[src/rtl/pdh_pkg.sv]
// Shared types and constants for the PDH sweep sequencer.
package pdh_pkg;

    typedef enum logic [2:0] {
        ST_IDLE    = 3'd0,
        ST_WRITE   = 3'd1,
        ST_SETTLE  = 3'd2,
        ST_CAPTURE = 3'd3,
        ST_PUSH    = 3'd4,
        ST_DONE    = 3'd5
    } sweep_state_t;

    localparam logic [13:0] DAC_MIDSCALE = 14'h2000;

    // Each ADC sample sits in the low bits of a 16-bit lane; two lanes per word.
    localparam int SAMPLE_LANE_WIDTH = 16;
    localparam int SAMPLE_WIDTH      = 2 * SAMPLE_LANE_WIDTH;

endpackage

[src/rtl/sweep_step_sat.sv]
// Saturating DAC code stepper: next = code +/- step, clamped to the DAC rails.
module sweep_step_sat #(
    parameter int W = 14
) (
    input  logic [W-1:0] code_i,
    input  logic [W-1:0] step_i,
    input  logic         dir_i,
    output logic [W-1:0] next_o,
    output logic         clip_o
);

    logic [W:0] sum;
    logic [W:0] diff;

    always_comb begin
        sum  = {1'b0, code_i} + {1'b0, step_i};
        diff = {1'b0, code_i} - {1'b0, step_i};
        if (dir_i) begin
            // Borrow out of the extra bit means the result went below zero.
            clip_o = diff[W];
            next_o = diff[W] ? '0 : diff[W-1:0];
        end else begin
            clip_o = sum[W];
            next_o = sum[W] ? '1 : sum[W-1:0];
        end
    end

endmodule

[src/rtl/sweep_ctrl.sv]
// DAC ramp sequencer: write, settle, capture both ADCs, hand sample downstream.
//   state   | meaning
//   IDLE    | waiting for start_i, config latched on start
//   WRITE   | dac_wrt_o strobe for the current code
//   SETTLE  | count down cfg_settle+1 cycles
//   CAPTURE | register both ADC channels
//   PUSH    | present sample until sample_ready_i
//   DONE    | one-cycle done_o pulse
module sweep_ctrl
    import pdh_pkg::*;
#(
    parameter int DAC_DATA_WIDTH = 14,
    parameter int ADC_DATA_WIDTH = 14,
    parameter int COUNT_WIDTH    = 16,
    parameter int SETTLE_WIDTH   = 16
) (
    input  logic                      clk,
    input  logic                      rst,
    input  logic                      start_i,
    input  logic                      abort_i,
    input  logic [DAC_DATA_WIDTH-1:0] cfg_start_i,
    input  logic [DAC_DATA_WIDTH-1:0] cfg_step_i,
    input  logic                      cfg_dir_i,
    input  logic [COUNT_WIDTH-1:0]    cfg_count_i,
    input  logic [SETTLE_WIDTH-1:0]   cfg_settle_i,
    input  logic                      cfg_chan_i,
    input  logic [ADC_DATA_WIDTH-1:0] adc_dat_a_i,
    input  logic [ADC_DATA_WIDTH-1:0] adc_dat_b_i,
    output logic [DAC_DATA_WIDTH-1:0] dac_dat_o,
    output logic                      dac_sel_o,
    output logic                      dac_wrt_o,
    output logic                      sample_valid_o,
    input  logic                      sample_ready_i,
    output logic [SAMPLE_WIDTH-1:0]   sample_data_o,
    output logic [COUNT_WIDTH-1:0]    sample_idx_o,
    output logic                      busy_o,
    output logic                      done_o,
    output logic                      clip_o
);

    localparam int PAD_WIDTH = SAMPLE_LANE_WIDTH - ADC_DATA_WIDTH;

    sweep_state_t              state_q, state_d;
    logic [DAC_DATA_WIDTH-1:0] step_q;
    logic                      dir_q;
    logic [COUNT_WIDTH-1:0]    count_q;
    logic [SETTLE_WIDTH-1:0]   settle_q;
    logic [SETTLE_WIDTH-1:0]   settle_cnt_q;
    logic [COUNT_WIDTH-1:0]    idx_q;
    logic [DAC_DATA_WIDTH-1:0] dac_dat_q;
    logic                      dac_sel_q;
    logic [SAMPLE_WIDTH-1:0]   sample_data_q;
    logic                      clip_q;

    logic [DAC_DATA_WIDTH-1:0] step_next;
    logic                      step_clip;
    logic                      last_pt;

    // dac_dat_q always holds the code of the point in flight, so it feeds the stepper.
    sweep_step_sat #(.W(DAC_DATA_WIDTH)) u_step (
        .code_i (dac_dat_q),
        .step_i (step_q),
        .dir_i  (dir_q),
        .next_o (step_next),
        .clip_o (step_clip)
    );

    assign last_pt = (idx_q == count_q - COUNT_WIDTH'(1));

    always_comb begin
        state_d = state_q;
        case (state_q)
            ST_IDLE:    if (start_i) state_d = (cfg_count_i == '0) ? ST_DONE : ST_WRITE;
            ST_WRITE:   state_d = ST_SETTLE;
            ST_SETTLE:  if (settle_cnt_q == '0) state_d = ST_CAPTURE;
            ST_CAPTURE: state_d = ST_PUSH;
            ST_PUSH:    if (sample_ready_i) state_d = last_pt ? ST_DONE : ST_WRITE;
            ST_DONE:    state_d = ST_IDLE;
            default:    state_d = ST_IDLE;
        endcase
        if (abort_i && state_q != ST_IDLE) state_d = ST_IDLE;
    end

    always_ff @(posedge clk) begin
        if (rst) begin
            state_q       <= ST_IDLE;
            step_q        <= '0;
            dir_q         <= 1'b0;
            count_q       <= '0;
            settle_q      <= '0;
            settle_cnt_q  <= '0;
            idx_q         <= '0;
            dac_dat_q     <= DAC_DATA_WIDTH'(DAC_MIDSCALE);
            dac_sel_q     <= 1'b0;
            sample_data_q <= '0;
            clip_q        <= 1'b0;
        end else begin
            state_q <= state_d;
            case (state_q)
                ST_IDLE: begin
                    if (start_i) begin
                        step_q   <= cfg_step_i;
                        dir_q    <= cfg_dir_i;
                        count_q  <= cfg_count_i;
                        settle_q <= cfg_settle_i;
                        idx_q    <= '0;
                        clip_q   <= 1'b0;
                        if (cfg_count_i != '0) begin
                            dac_dat_q <= cfg_start_i;
                            dac_sel_q <= cfg_chan_i;
                        end
                    end
                end
                ST_WRITE:  settle_cnt_q <= settle_q;
                ST_SETTLE: if (settle_cnt_q != '0) settle_cnt_q <= settle_cnt_q - SETTLE_WIDTH'(1);
                ST_CAPTURE: begin
                    sample_data_q <= {{PAD_WIDTH{1'b0}}, adc_dat_b_i,
                                      {PAD_WIDTH{1'b0}}, adc_dat_a_i};
                end
                ST_PUSH: begin
                    // Only step on a handshake that continues the sweep (not last, not aborted).
                    if (state_d == ST_WRITE) begin
                        idx_q     <= idx_q + COUNT_WIDTH'(1);
                        dac_dat_q <= step_next;
                        clip_q    <= clip_q | step_clip;
                    end
                end
                default: ;
            endcase
        end
    end

    assign dac_dat_o      = dac_dat_q;
    assign dac_sel_o      = dac_sel_q;
    assign dac_wrt_o      = (state_q == ST_WRITE);
    assign sample_valid_o = (state_q == ST_PUSH);
    assign sample_data_o  = sample_data_q;
    assign sample_idx_o   = idx_q;
    assign busy_o         = (state_q != ST_IDLE);
    assign done_o         = (state_q == ST_DONE);
    assign clip_o         = clip_q;

endmodule

[config.mk]
export PLATFORM = sky130hd
export DESIGN_NAME = sweep_ctrl
export DESIGN_NICKNAME = d
export VERILOG_FILES = /design/src/rtl/pdh_pkg.sv /design/src/rtl/sweep_step_sat.sv /design/src/rtl/sweep_ctrl.sv
export SDC_FILE = /design/constraint.sdc
export NUM_CORES = 1
export LEC_CHECK = 0
export BUFFER_PORTS_ARGS = -buffer_cell sky130_fd_sc_hd__buf_2
export CORE_MARGIN = 1
export CORE_UTILIZATION = 45
export CTS_BUF_LIST = sky130_fd_sc_hd__clkbuf_8
export DETAILED_ROUTE_END_ITERATION = 7
export GPL_TIMING_DRIVEN = 1
export PLACE_DENSITY = 0.77
export SETUP_SLACK_MARGIN = 0.3
export SLEW_MARGIN = 5
export SYNTH_ARGS = -nofsm -noshare
export SYNTH_HDL_FRONTEND = slang
export SYNTH_HIERARCHICAL = 1
export SYNTH_SLANG_ARGS = --single-unit
[constraint.sdc]
create_clock -name clk -period 8.7 [get_ports clk]
set_clock_uncertainty 0.1 [all_clocks]
set_input_delay 2.61 -clock clk [delete_from_list [all_inputs] [get_ports clk]]
set_output_delay 2.61 -clock clk [all_outputs]
set_load 0.02 [all_outputs]
-- Yosys cells after proc, flatten, opt, wreduce, memory -nomap -nowiden
Cells that the tools add are included.
- bits in registers: 126
- input port bits: 95
- $add $sub $neg: 5
- equality and inequality tests: 11
- muxes and demuxes: 23
- bitwise logic cells: 1
- reductions and logical operators: 14
- operators with widths (operator ; count):
    two-way mux 14 bit ; 6
    case mux 16 bit (2 select lines) ; 2
    two-way mux 16 bit ; 3
    zero test 16 bit ; 2
    nonzero test 16 bit ; 2
    subtractor 16 x 1 -> 16 bit (second input constant) ; 2
    case mux 14 bit (2 select lines) ; 1
    two-way mux 3 bit ; 6
    adder 16 x 1 -> 16 bit (second input constant) ; 1
    == test 16 bit ; 1
    adder 14 x 14 -> 15 bit ; 1
    case mux 3 bit (5 select lines) ; 1
    subtractor 14 x 14 -> 15 bit ; 1
    == test 3 x 1 -> 1 bit (second input constant) ; 2
    == test 3 x 2 -> 1 bit (second input constant) ; 2
    == test 3 bit (second input constant) ; 2
    inequality test 2 bit (second input constant) ; 3
    AND reduction 3 bit ; 2
    AND reduction 2 bit ; 2
    AND reduction 4 bit ; 1
    nonzero test 2 bit ; 2
    zero test 3 bit ; 1
    two-way mux 1 bit ; 3
    nonzero test 3 bit ; 1
    4 further kinds ; 4

-- Depth between registers and ports, before layout
- depth in word-level cells: 9
- mapped depth: 14

-- Cells and area by module
Netlist, hierarchy kept.
- modules (own cells, without submodules) (module ; instances ; cells each ; area an instance (µm²) ; seq. area each (µm²)):
    sweep_ctrl ; 1 ; 779 ; 5879.4 ; 2522.4
    sweep_step_sat ; 1 ; 241 ; 1725.4 ; 0.0

-- Worst setup path before layout
Ideal clock, no wire load.
- kind: input port to flip-flop
- from: input sample_ready_i
- to: register idx_q[12] (netlist: sample_idx_o[12])
- library setup time: 0.070 ns
- arrival time: 4.182 ns
- setup slack: 4.348 ns
- stages: 6
- path buffers: 0
- cells stage by stage: inv_1 -> or3_1 -> o21ai_2 -> nor2_1 -> or4_1 -> a21oi_1
- cells in the longest elaborated chain, start to end: 6
- ends and longest elaborated chain (item ; line ; RTL):
    from (decl) ; sweep_ctrl.sv:33 ; input logic sample_ready_i,
    two-way mux 3 bit ; sweep_ctrl.sv:77 ; ST_PUSH: if (sample_ready_i) state_d = last_pt ? ST_DONE : ST_WRITE;
    case mux 3 bit (5 select lines) ; sweep_ctrl.sv:72 ; case (state_q)
    two-way mux 3 bit ; sweep_ctrl.sv:81 ; if (abort_i && state_q != ST_IDLE) state_d = ST_IDLE;
    == test 3 x 1 -> 1 bit ; sweep_ctrl.sv:122 ; if (state_d == ST_WRITE) begin
    inequality test 2 x 1 -> 1 bit (no line) ; -- ;
    AND reduction 3 bit (no line) ; -- ;
    to (signal assigned) ; sweep_ctrl.sv:123 ; idx_q <= idx_q + COUNT_WIDTH'(1);
    to (decl) ; sweep_ctrl.sv:49 ; logic [COUNT_WIDTH-1:0] idx_q;
Every way passes these cells.
A chain may end at the register's enable or synchronous reset.

-- Worst setup path in the final report
- from: register state_q[1]
- to: output sample_valid_o
- cells in the longest elaborated chain, start to end: 1
- ends and longest elaborated chain (item ; line ; RTL):
    from (decl) ; sweep_ctrl.sv:43 ; sweep_state_t state_q, state_d;
    from (signal assigned) ; sweep_ctrl.sv:98 ; state_q <= state_d;
    == test 3 bit ; sweep_ctrl.sv:136 ; assign sample_valid_o = (state_q == ST_PUSH);
    to (decl) ; sweep_ctrl.sv:32 ; output logic sample_valid_o,
Every way passes these cells.

==> metrics.md <==
| Metric | Value |
|---|---|
| Status | `finished, final reports clean` |
| Fin crit share | `60.5%` |
| Wirelength, routed | `between 20,000 and 25,000 um` |
| Slowest cell on the critical path | `inv_1` |
| Area occupied by multi-input gates | `4620 um^2` |
| WHS Endpoint | `sample_data_o[1]` |
| GR met3 Demand/Resource | `6.88%` |
| Max incr delay on CP | `0.58 ns` |
| CP startpoint kind | `register` |
| First-pass DRT Iterations | `5` |
| Hold WS | `0.352 ns` |
| Root buf cell | `clkbuf_8` |
| Syn_area_per_cell | `7.46 um^2` |
| Crit path max fanout | `18` |
| WS Path Type | `register to output pin` |
| DIE HEIGHT | `132 um` |
| Reg2Reg Launch Point | `step_q[6]` |
| Ys flop type | `dfxtp_1` |
| Pwr Density | `173 nW/um^2` |
| TritonCTS clock tree | `yes` |
| Reg2reg path depth | `11` |
| Initial Util | `~46%` |
| Hold crit path type | `register to register` |
| Io pins | `163` |
| Sink Count | `126` |
| Max Fclk | `190 MHz` |
| Leakage | `approximately 3.8 nW` |
| Register area | `between 2000 and 3000 um^2` |
| Post-CTS Setup Inserts | `0` |
| Flops & latches, synth | `around 130` |
| Mapped Area | `7600 um^2` |
| Max-cap violations | `0` |
| Number of synthesized flops with an enable pin | `0` |
| Worst-path clk slew | `0.07 ns` |
| Die width | `132 um` |
| Placed insts | `1,341` |
| Vias in the first global route | `between 6,000 and 7,000` |
| PostCTS Resize Cnt | `0` |
| FILL cells | `1,616` |
| Share of the synthesized area in the top cell type | `33.2%` |
| Peak supply drop | `98.7 uV` |
| Rel. slew slack | `26.3%` |
| Post-synth top area cell | `dfxtp_1` |
| CP required | `5.99 ns` |
| Antenna Cells | `0` |
| Max Root-Sink Buffers | `2` |
| Clock Latency Late Sink | `0.45 ns` |
| Routed length per instance | `15.0 um` |
| CTS buffer count | `17` |
| Worst hold stages | `2` |
| Layout area overhead | `15.9%` |
| Worst-Margin Slew | `1.10 ns` |
| Count leader, synth | `nand2_1` |
| DRC | `0` |
| Via density | `5.57` |
| Post-Syn Instances | `1,020` |
| Fin area | `between 8000 and 9000 um^2` |
| R2R Setup Slk | `5.22 ns` |
| GRT busiest layer | `met2` |
| Seq/Total Area, Yosys | `33.2%` |
| Asr flop ratio synth | `0%` |
| Synth area leaders | `dfxtp_1 (33%), nand2_1 (13%), a21oi_1 (8.6%)` |
| Row cnt | `47` |
| Pin count of the biggest net entering global routing | `71` |
| Final setup violation count | `0` |
| Slew Limit Fails | `0` |
| Clock H-tree levels | `4` |
| Routability cong. | `~0.9` |
| Met2 GRT Util | `between 30% and 40%` |
| CP Capture Type | `output pin` |
| Data arrival time of the worst path | `2.55 ns` |
| Via count | `roughly 7,600` |
| I/O Buffers | `about 160` |
| Non-Filler Instances | `1,373` |
| Setup TNS | `0 ns` |
| GRT met1 Usage | `between 30% and 40%` |
| Cell variety after synth | `82` |
| Starting DRC count in detailed routing | `606` |
| Yosys Warn Count | `6` |
| Global-route wire length before repair | `33,900 um` |
| RSZ-0062 raised after global routing | `false` |
| Final HPWL DP | `14,800 um` |
| Core ar. | `16,500 um^2` |
| Antenna viol nets, final | `0` |
| Post-synth top cells | `nand2_1 (254), a21oi_1 (130), dfxtp_1 (126)` |
| GRT Total Usage | `23.8%` |
| FF-to-FF End | `dac_dat_o[13]` |
| Crit path cell chain | `nor2_1 > nand2_1 > inv_1 > buf_2` |
| Gr ovfl total | `0` |
| Final hold vios | `0` |
| CTS Hold Bufs | `0` |
| Placed cell area | `between 8000 and 9000 um^2` |
| Share of cells above drive strength 1 | `19.2%` |
| Die Area | `between 15,000 and 20,000 um^2` |
| Final nets | `around 1,300` |
| Antenna violations before repair | `0` |
| Hold path startpoint | `sample_data_o[1]` |
| Min Tclk post-route | `5.26 ns` |
-- per-layer routing --
layer	wire length (um)	vias to the layer above
li1	-	3793
met1	9160	3527
met2	9490	297
met3	1630	26
met4	342	0
met5	0	-
-- state kept, by name, summed over array words and instances, names as in the netlist --
name,count
sample_idx_o,16
sample_data_o,28
dir_q,1
step_q,14
clip_o,1
dac_sel_o,1
settle_q,16
dac_dat_o,14
settle_cnt_q,16
state_q,3
count_q,16
-- final cells by class --
class | instances | area share, %
clock buffer | 19 | 2.97
clock inverter | 13 | 1.87
inverter | 35 | 1.49
multi-input combinational | 797 | 52.5
sequential | 126 | 28.6
tap | 220 | 3.12
timing repair buffer | 163 | 9.43
-- metrics by stage --
stage	utilization [%]	setup WS, ns	power [mW]
6_report	53.3	3.44	1.52
5_1_grt	53.3	3.26	1.60
4_1_cts	53.3	3.41	1.53
3_5_place_dp	50.7	3.54	0.980
3_3_place_gp	50.7	3.59	0.972
2_1_floorplan	-	4.35	0.898
-- placed cells by master (no fill, tap or decap), drive strengths merged, types with 4 or more instances in the layout --
cell type	n
nand2	254
buf	163
a21oi	131
dfxtp	126
nor2	60
o21ai	48
inv	37
ha	31
clkbuf	19
nand3	19
xor2	15
mux2i	15
xnor2	15
nor3	15
o211ai	12
nor4	12
or3	11
nand2b	11
a211oi	11
a31oi	11
and3	10
or4	10
nand4	7
a221oi	7
o31ai	6
nor3b	5
a21boi	5
clkinv	5
and2	4
conb	4
a21o	4
o31a	4
-- report_power, final --
| part | switching, mW | internal (mW) | total [mW] | leakage (nW) |
|---|---|---|---|---|
| sequential | 0.0306 | 0.604 | 0.634 | 1.03 |
| clock | 0.250 | 0.299 | 0.550 | 0.210 |
| combinational | 0.205 | 0.132 | 0.338 | 2.53 |
| total | 0.486 | 1.04 | 1.52 | 3.76 |
-- worst max path at each step --
stage	to	cells past startpoint	startpoint	slack [ns]
after floorplan	sample_idx_o[12]	6	sample_ready_i	4.35
after global placement	sample_idx_o[12]	6	start_i	3.59
after detailed placement	dac_dat_o[13]	6	start_i	3.54
after CTS	sample_valid_o	4	state_q[1]	3.41
after global routing	sample_valid_o	4	state_q[1]	3.26
final	sample_valid_o	4	state_q[1]	3.44
-- worst max-delay path, delay by kind of cell, from the launching register on --
kind                   cells  cell delay (ns)
buffers and inverters      2             0.85
AND/OR/NAND/NOR            2             0.84
flip-flops                 1             0.41
-- cell families (layout without fill, tap and decap cells) --
family	Yosys count	in the layout	share of synthesized area [%]
and+or+nand+nor	435	435	26.1
DFF	126	126	33.2
other	1	4	0.0493
xor gates and xnor gates	30	30	3.46
AOI/OAI and AO/OA	280	280	23.3
buffers and inverters	100	230	6.30
adders and majority gates	33	33	5.63
muxes	15	15	1.97
(Power assumes the default switching activity.)
